$ cat src/rtl/grom8_mem_pkg.sv
// Shared types and widths for the grom8 RAM arbiter.
// Holds the bus widths, the arbiter FSM states and the bus-owner encoding.
package grom8_mem_pkg;

    localparam int ADDR_W = 12;
    localparam int DATA_W = 8;

    typedef enum logic [1:0] {
        IDLE,
        ACCESS,
        RESP
    } state_e;

    typedef enum logic {
        OWN_CPU,
        OWN_DMA
    } owner_e;

endpackage

$ cat src/rtl/starve_counter.sv
// Saturating counter of consecutive CPU grants taken while DMA was waiting.
// Ports: clk, reset (sync, active-high), inc, clr (clr wins), at_limit.
module starve_counter #(
    parameter int STARVE_LIMIT = 4,
    localparam int CNT_W = (STARVE_LIMIT < 1) ? 1 : $clog2(STARVE_LIMIT + 1)
) (
    input  logic clk,
    input  logic reset,
    input  logic inc,
    input  logic clr,
    output logic at_limit
);

    logic [CNT_W-1:0] count_q;
    logic [CNT_W-1:0] count_d;

    assign at_limit = (count_q == CNT_W'(STARVE_LIMIT));

    // Increment stops at the limit so the force-to-DMA condition stays
    // asserted until a DMA grant clears it.
    always_comb begin
        count_d = count_q;
        if (clr) begin
            count_d = '0;
        end else if (inc && !at_limit) begin
            count_d = count_q + CNT_W'(1);
        end
    end

    always_ff @(posedge clk) begin
        if (reset) begin
            count_q <= '0;
        end else begin
            count_q <= count_d;
        end
    end

endmodule

$ cat src/rtl/mem_arbiter.sv
// Shares one single-port RAM between a CPU and a DMA master (CPU priority,
// DMA starvation bound). Ports: cpu_*/dma_* req/ack masters, mem_* RAM pins.
module mem_arbiter
    import grom8_mem_pkg::*;
#(
    parameter int STARVE_LIMIT = 4
) (
    input  logic              clk,
    input  logic              reset,
    input  logic              cpu_req,
    input  logic              cpu_we,
    input  logic [ADDR_W-1:0] cpu_addr,
    input  logic [DATA_W-1:0] cpu_wdata,
    output logic              cpu_ack,
    output logic [DATA_W-1:0] cpu_rdata,
    input  logic              dma_req,
    input  logic              dma_we,
    input  logic [ADDR_W-1:0] dma_addr,
    input  logic [DATA_W-1:0] dma_wdata,
    output logic              dma_ack,
    output logic [DATA_W-1:0] dma_rdata,
    output logic [ADDR_W-1:0] mem_addr,
    output logic [DATA_W-1:0] mem_data_in,
    output logic              mem_we,
    output logic              mem_memreq,
    input  logic [DATA_W-1:0] mem_data_out
);

    state_e            state_q, state_d;
    owner_e            owner_q, owner_d;
    logic [ADDR_W-1:0] mem_addr_q, mem_addr_d;
    logic [DATA_W-1:0] mem_data_in_q, mem_data_in_d;
    logic              mem_we_q, mem_we_d;
    logic              mem_memreq_q, mem_memreq_d;
    logic              cpu_ack_q, cpu_ack_d;
    logic              dma_ack_q, dma_ack_d;

    logic at_limit;
    logic grant_cpu;
    logic grant_dma;
    logic in_idle;
    logic starve_inc;
    logic starve_clr;

    // DMA takes the bus when alone, or when the CPU has already been
    // granted STARVE_LIMIT times in a row while DMA was waiting.
    always_comb begin
        grant_dma = dma_req && (!cpu_req || at_limit);
        grant_cpu = cpu_req && !grant_dma;
    end

    assign in_idle    = (state_q == IDLE);
    assign starve_inc = in_idle && grant_cpu && dma_req;
    assign starve_clr = in_idle && (grant_dma || (grant_cpu && !dma_req));

    starve_counter #(
        .STARVE_LIMIT(STARVE_LIMIT)
    ) u_starve (
        .clk     (clk),
        .reset   (reset),
        .inc     (starve_inc),
        .clr     (starve_clr),
        .at_limit(at_limit)
    );

    always_comb begin
        state_d       = state_q;
        owner_d       = owner_q;
        mem_addr_d    = mem_addr_q;
        mem_data_in_d = mem_data_in_q;
        mem_we_d      = 1'b0;
        mem_memreq_d  = 1'b0;
        cpu_ack_d     = 1'b0;
        dma_ack_d     = 1'b0;

        unique case (state_q)
            IDLE: begin
                if (grant_dma) begin
                    owner_d       = OWN_DMA;
                    mem_addr_d    = dma_addr;
                    mem_data_in_d = dma_wdata;
                    mem_we_d      = dma_we;
                    mem_memreq_d  = 1'b1;
                    state_d       = ACCESS;
                end else if (grant_cpu) begin
                    owner_d       = OWN_CPU;
                    mem_addr_d    = cpu_addr;
                    mem_data_in_d = cpu_wdata;
                    mem_we_d      = cpu_we;
                    mem_memreq_d  = 1'b1;
                    state_d       = ACCESS;
                end
            end
            ACCESS: begin
                // RAM samples at the end of this cycle; the ack follows
                // in RESP, alongside the registered read data.
                cpu_ack_d = (owner_q == OWN_CPU);
                dma_ack_d = (owner_q == OWN_DMA);
                state_d   = RESP;
            end
            RESP: begin
                state_d = IDLE;
            end
            default: begin
                state_d = IDLE;
            end
        endcase
    end

    always_ff @(posedge clk) begin
        if (reset) begin
            state_q       <= IDLE;
            owner_q       <= OWN_CPU;
            mem_addr_q    <= '0;
            mem_data_in_q <= '0;
            mem_we_q      <= 1'b0;
            mem_memreq_q  <= 1'b0;
            cpu_ack_q     <= 1'b0;
            dma_ack_q     <= 1'b0;
        end else begin
            state_q       <= state_d;
            owner_q       <= owner_d;
            mem_addr_q    <= mem_addr_d;
            mem_data_in_q <= mem_data_in_d;
            mem_we_q      <= mem_we_d;
            mem_memreq_q  <= mem_memreq_d;
            cpu_ack_q     <= cpu_ack_d;
            dma_ack_q     <= dma_ack_d;
        end
    end

    assign mem_addr    = mem_addr_q;
    assign mem_data_in = mem_data_in_q;
    assign mem_we      = mem_we_q;
    assign mem_memreq  = mem_memreq_q;
    assign cpu_ack     = cpu_ack_q;
    assign dma_ack     = dma_ack_q;

    // Read data is unregistered here: the RAM already registers data_out.
    assign cpu_rdata = mem_data_out;
    assign dma_rdata = mem_data_out;

endmodule

$ cat config.mk
export PLATFORM = sky130hd
export DESIGN_NAME = mem_arbiter
export DESIGN_NICKNAME = d
export VERILOG_FILES = /design/src/rtl/grom8_mem_pkg.sv /design/src/rtl/starve_counter.sv /design/src/rtl/mem_arbiter.sv
export SDC_FILE = /design/constraint.sdc
export NUM_CORES = 1
export LEC_CHECK = 0
export CAP_MARGIN = 5
export CORE_MARGIN = 5
export CORE_UTILIZATION = 38
export CTS_CLUSTER_DIAMETER = 80
export DETAILED_ROUTE_END_ITERATION = 10
export PLACE_DENSITY = 0.82
export REMOVE_ABC_BUFFERS = 1
export SLEW_MARGIN = 20
export SYNTH_ARGS = -nofsm -noshare
export SYNTH_HDL_FRONTEND = slang
export SYNTH_SLANG_ARGS = --single-unit
$ cat constraint.sdc
create_clock -name clk -period 1.8 [get_ports clk]
set_input_delay 0.18 -clock clk [delete_from_list [all_inputs] [get_ports clk]]
set_output_delay 0.18 -clock clk [all_outputs]
set_load 0.005 [all_outputs]
==> flow_summary.ini, run 1 <==
[outcome]
status = finished, final reports clean

[power_and_ir_drop]
leakage_nw = 0.8142
p_per_area_nw_per_um2 = 775.0
finalPower_mw = 1.840
max-vdd-ir-drop_mv = 0.3468

[logic_synthesis]
synthXorXnorAreaFrac = 0
synth.distinct_cells = 30
async_flop_share = 0
synthSimpleGateAreaFrac = 0.1250
ys_ff_latch = 30
yosysWarningCount = 0
syn-cell-area_sq_um = 1672
synth_top_cell_by_area = dfxtp_1
synth_compound_area_frac = 0.3555
synthCells = 181
synth_fa_ha_area_frac = 0.01497
synth_top_family_by_area = compound AO/OA/AOI/OAI gates
synthTopCellsByCount = dfxtp_1, a21oi_1, nand3_1, a311oi_2, buf_4
yosysSeqAreaShare = 0.3593
yosysTopAreaCellShare = 0.3593
muxShareOfSynthArea = 0
syn_area_per_cell_sq_um = 9.235
synth_edf_count = 0
yosysMostFrequentCell = dfxtp_1
ys.flop_type = dfxtp_1
synthTopCellsByArea = dfxtp_1, a311oi_2, buf_4

[cells_and_area]
final_layout_size_suffix_gt1_frac = 0.1923
fin_util = 0.5492
fin_nets = 289
num_antenna_cells = 0
areaGrowthSynthToFinish_pct = 42.07

[drt]
drt_wl_total_mm = 4.675
drt_iter0_drc = 83
num_vias = 1599
wl_per_cell_microns = 16.35
vias_per_cell = 5.591
drc = 0
first_pass_iters = 4
ant_nets = 0

[global_route]
grt_usage = 0.1505
grt_pass1_vias = 1491
grt_pass1_wl_mm = 7.251
grt.overflow.total = 0
grt_max_degree = 24
antenna_found_initial = 0

[sta]
max_slew_margin = 0.5862
min_period_ns = 1.599
fin_ws_ns = 0.2005
timing.final.crit_share = 0.8886
setup_tns_ns = 0
clock.fmax_mhz = 625.2
setup_viol = 0
fin_skew_ns = 0.004556
max_slew.worst_pin.slew_ns = 0.6200
hold_violations = 0
final_max_slew_viol_count = 0
rsz0062_at_grt = no

[placed_design]
hpwl_mm = 3.436
gp_congestion = 0.7790
io_buffers = 69
dpl_worst_slack_ns = 0.01933

[die]
die_area_sq_um = 5826
core_sq_um = 4324
initial_utilization = 0.3866
ios = 94
fp.dieW_microns = 76.33
fp.dieH_microns = 76.33
rows = 24

[clocking]
cts_tree = built
cts.htree.levels = 2
clk_latency_ns = 0.28
postCtsSetupRepairBufs = 0
clk_pin_slew_ns = 0.06
cts.repair.resized = 0
cts_hold_buf = 0
cts_buffer_depth = 2
cts.sink_count = 30
cts_buffers = 5
cts_root_buf = clkbuf_8

[run]
drv_cap = 0

[setup_path]
cp_slowest_stage_delay_ns = 0.45
required_ns = 1.99
cp-start-kind = flip-flop
slowest_stage = a21bo_2
critPathMaxFanout = 22
crit_arrival_ns = 1.79
end_kind = flip-flop
path_cells = inv_1 -> ha_1 -> a21bo_2 -> nand3_1 -> a311oi_2
critical_path_class = reg2reg

[worst_hold_path]
hp-class = in2out
==> power by group <==
part / switching [mW] / total, mW / internal, mW
logic: 0.229 / 0.523 / 0.294
registers: 0.0339 / 0.762 / 0.728
clock network: 0.248 / 0.556 / 0.308
==> critical path, delay by kind of cell (launching register included) <==
kind            cells  cell delay, ns
compound gates      2            0.71
flops               1            0.33
fa+ha+maj           1            0.24
simple gates        1            0.15
buf+inv             1            0.08
==> layout by cell type, fill, tap and decap left out <==
master           netlist  routed
o211ai_1               1       1
o21ai_0                7       7
clkdlybuf4s50_1        0      69
or2_2                  1       1
and2_1                 1       1
nor2b_1                1       1
nand2b_1               1       1
dfxtp_1               30      30
nor3b_1                2       2
a21oi_1               23      23
or2_0                  1       1
o21ai_1               16      16
and3_1                 1       1
clkbuf_8               0       6
a21boi_4               1       1
a211oi_1               1       1
a311oi_2              20      20
nand4_1                3       3
nor3_1                 2       2
nand3_1               22      22
nor2_2                 1       3
clkbuf_1               1       1
a211oi_2               1       1
buf_4                 18      11
o31ai_1                1       1
a21bo_2                1       1
ha_1                   2       2
nor2_1                 3       1
inv_1                  3       3
clkinv_2               0       1
==> cell type report <==
type	count	area, sq um
clock buffers	7	86.33
clock inverters	1	5.005
fillers	415	1949
inverters	3	11.26
multi-input cells	113	833.3
flip-flops and latches	30	600.6
well taps	52	65.06
repair buffers	80	773.2
==> worst paths after layout <==
check                   end                 from  depth (start not counted)  slack [ns]
max          mem_data_in[7]  u_starve.count_q[0]                          5        0.20
min            dma_rdata[0]      mem_data_out[0]                          0        0.36
max reg2reg  mem_data_in[7]  u_starve.count_q[0]                          5        0.20
min reg2reg         cpu_ack              owner_q                          1        0.43
==> routing by layer <==
layer,global-route usage,vias to the layer above,part of all wire,wire [microns]
met5,0,-,0,0
met4,0.05245,0,0.0062,29
met3,0.08392,5,0.096,449
li1,-,766,-,-
met2,0.2406,77,0.51,2363
met1,0.1678,751,0.39,1833
==> cells by family after synthesis <==
group                    after synthesis
AND/OR/NAND/NOR                       39
flip-flops                            30
buffers and inverters                 38
adder cells (fa/ha/maj)                2
AO/OA/AOI/OAI                         72
==> flip-flops by register name (all words and copies together), names as in the netlist <==
name              cells
cpu_ack               1
state_q               2
mem_addr             12
u_starve.count_q      3
owner_q               1
mem_memreq            1
dma_ack               1
mem_data_in           8
mem_we                1
==> metrics by stage <==
step                cell area, sq um  hold WS, ns  cells
floorplan                       1440       0.2479    146
global placement                2283       0.3601    278
detailed placement              2283       0.3601    278
CTS                             2375       0.3601    286
global route                    2375       0.3601    286
finish                          2375       0.3601    286
Note: power is estimated with default switching activity, not from simulation.
==> run 2: changes to the inputs <==
--- a/config.mk
+++ b/config.mk
@@ -5,7 +5,7 @@
 export SDC_FILE = /design/constraint.sdc
 export NUM_CORES = 1
 export LEC_CHECK = 0
-export CAP_MARGIN = 5
+export CAP_MARGIN = 10
 export CORE_MARGIN = 5
 export CORE_UTILIZATION = 38
 export CTS_CLUSTER_DIAMETER = 80
==> results of run 2 <==
No change in the layout: final DEF, timing and power equal those of run 1.
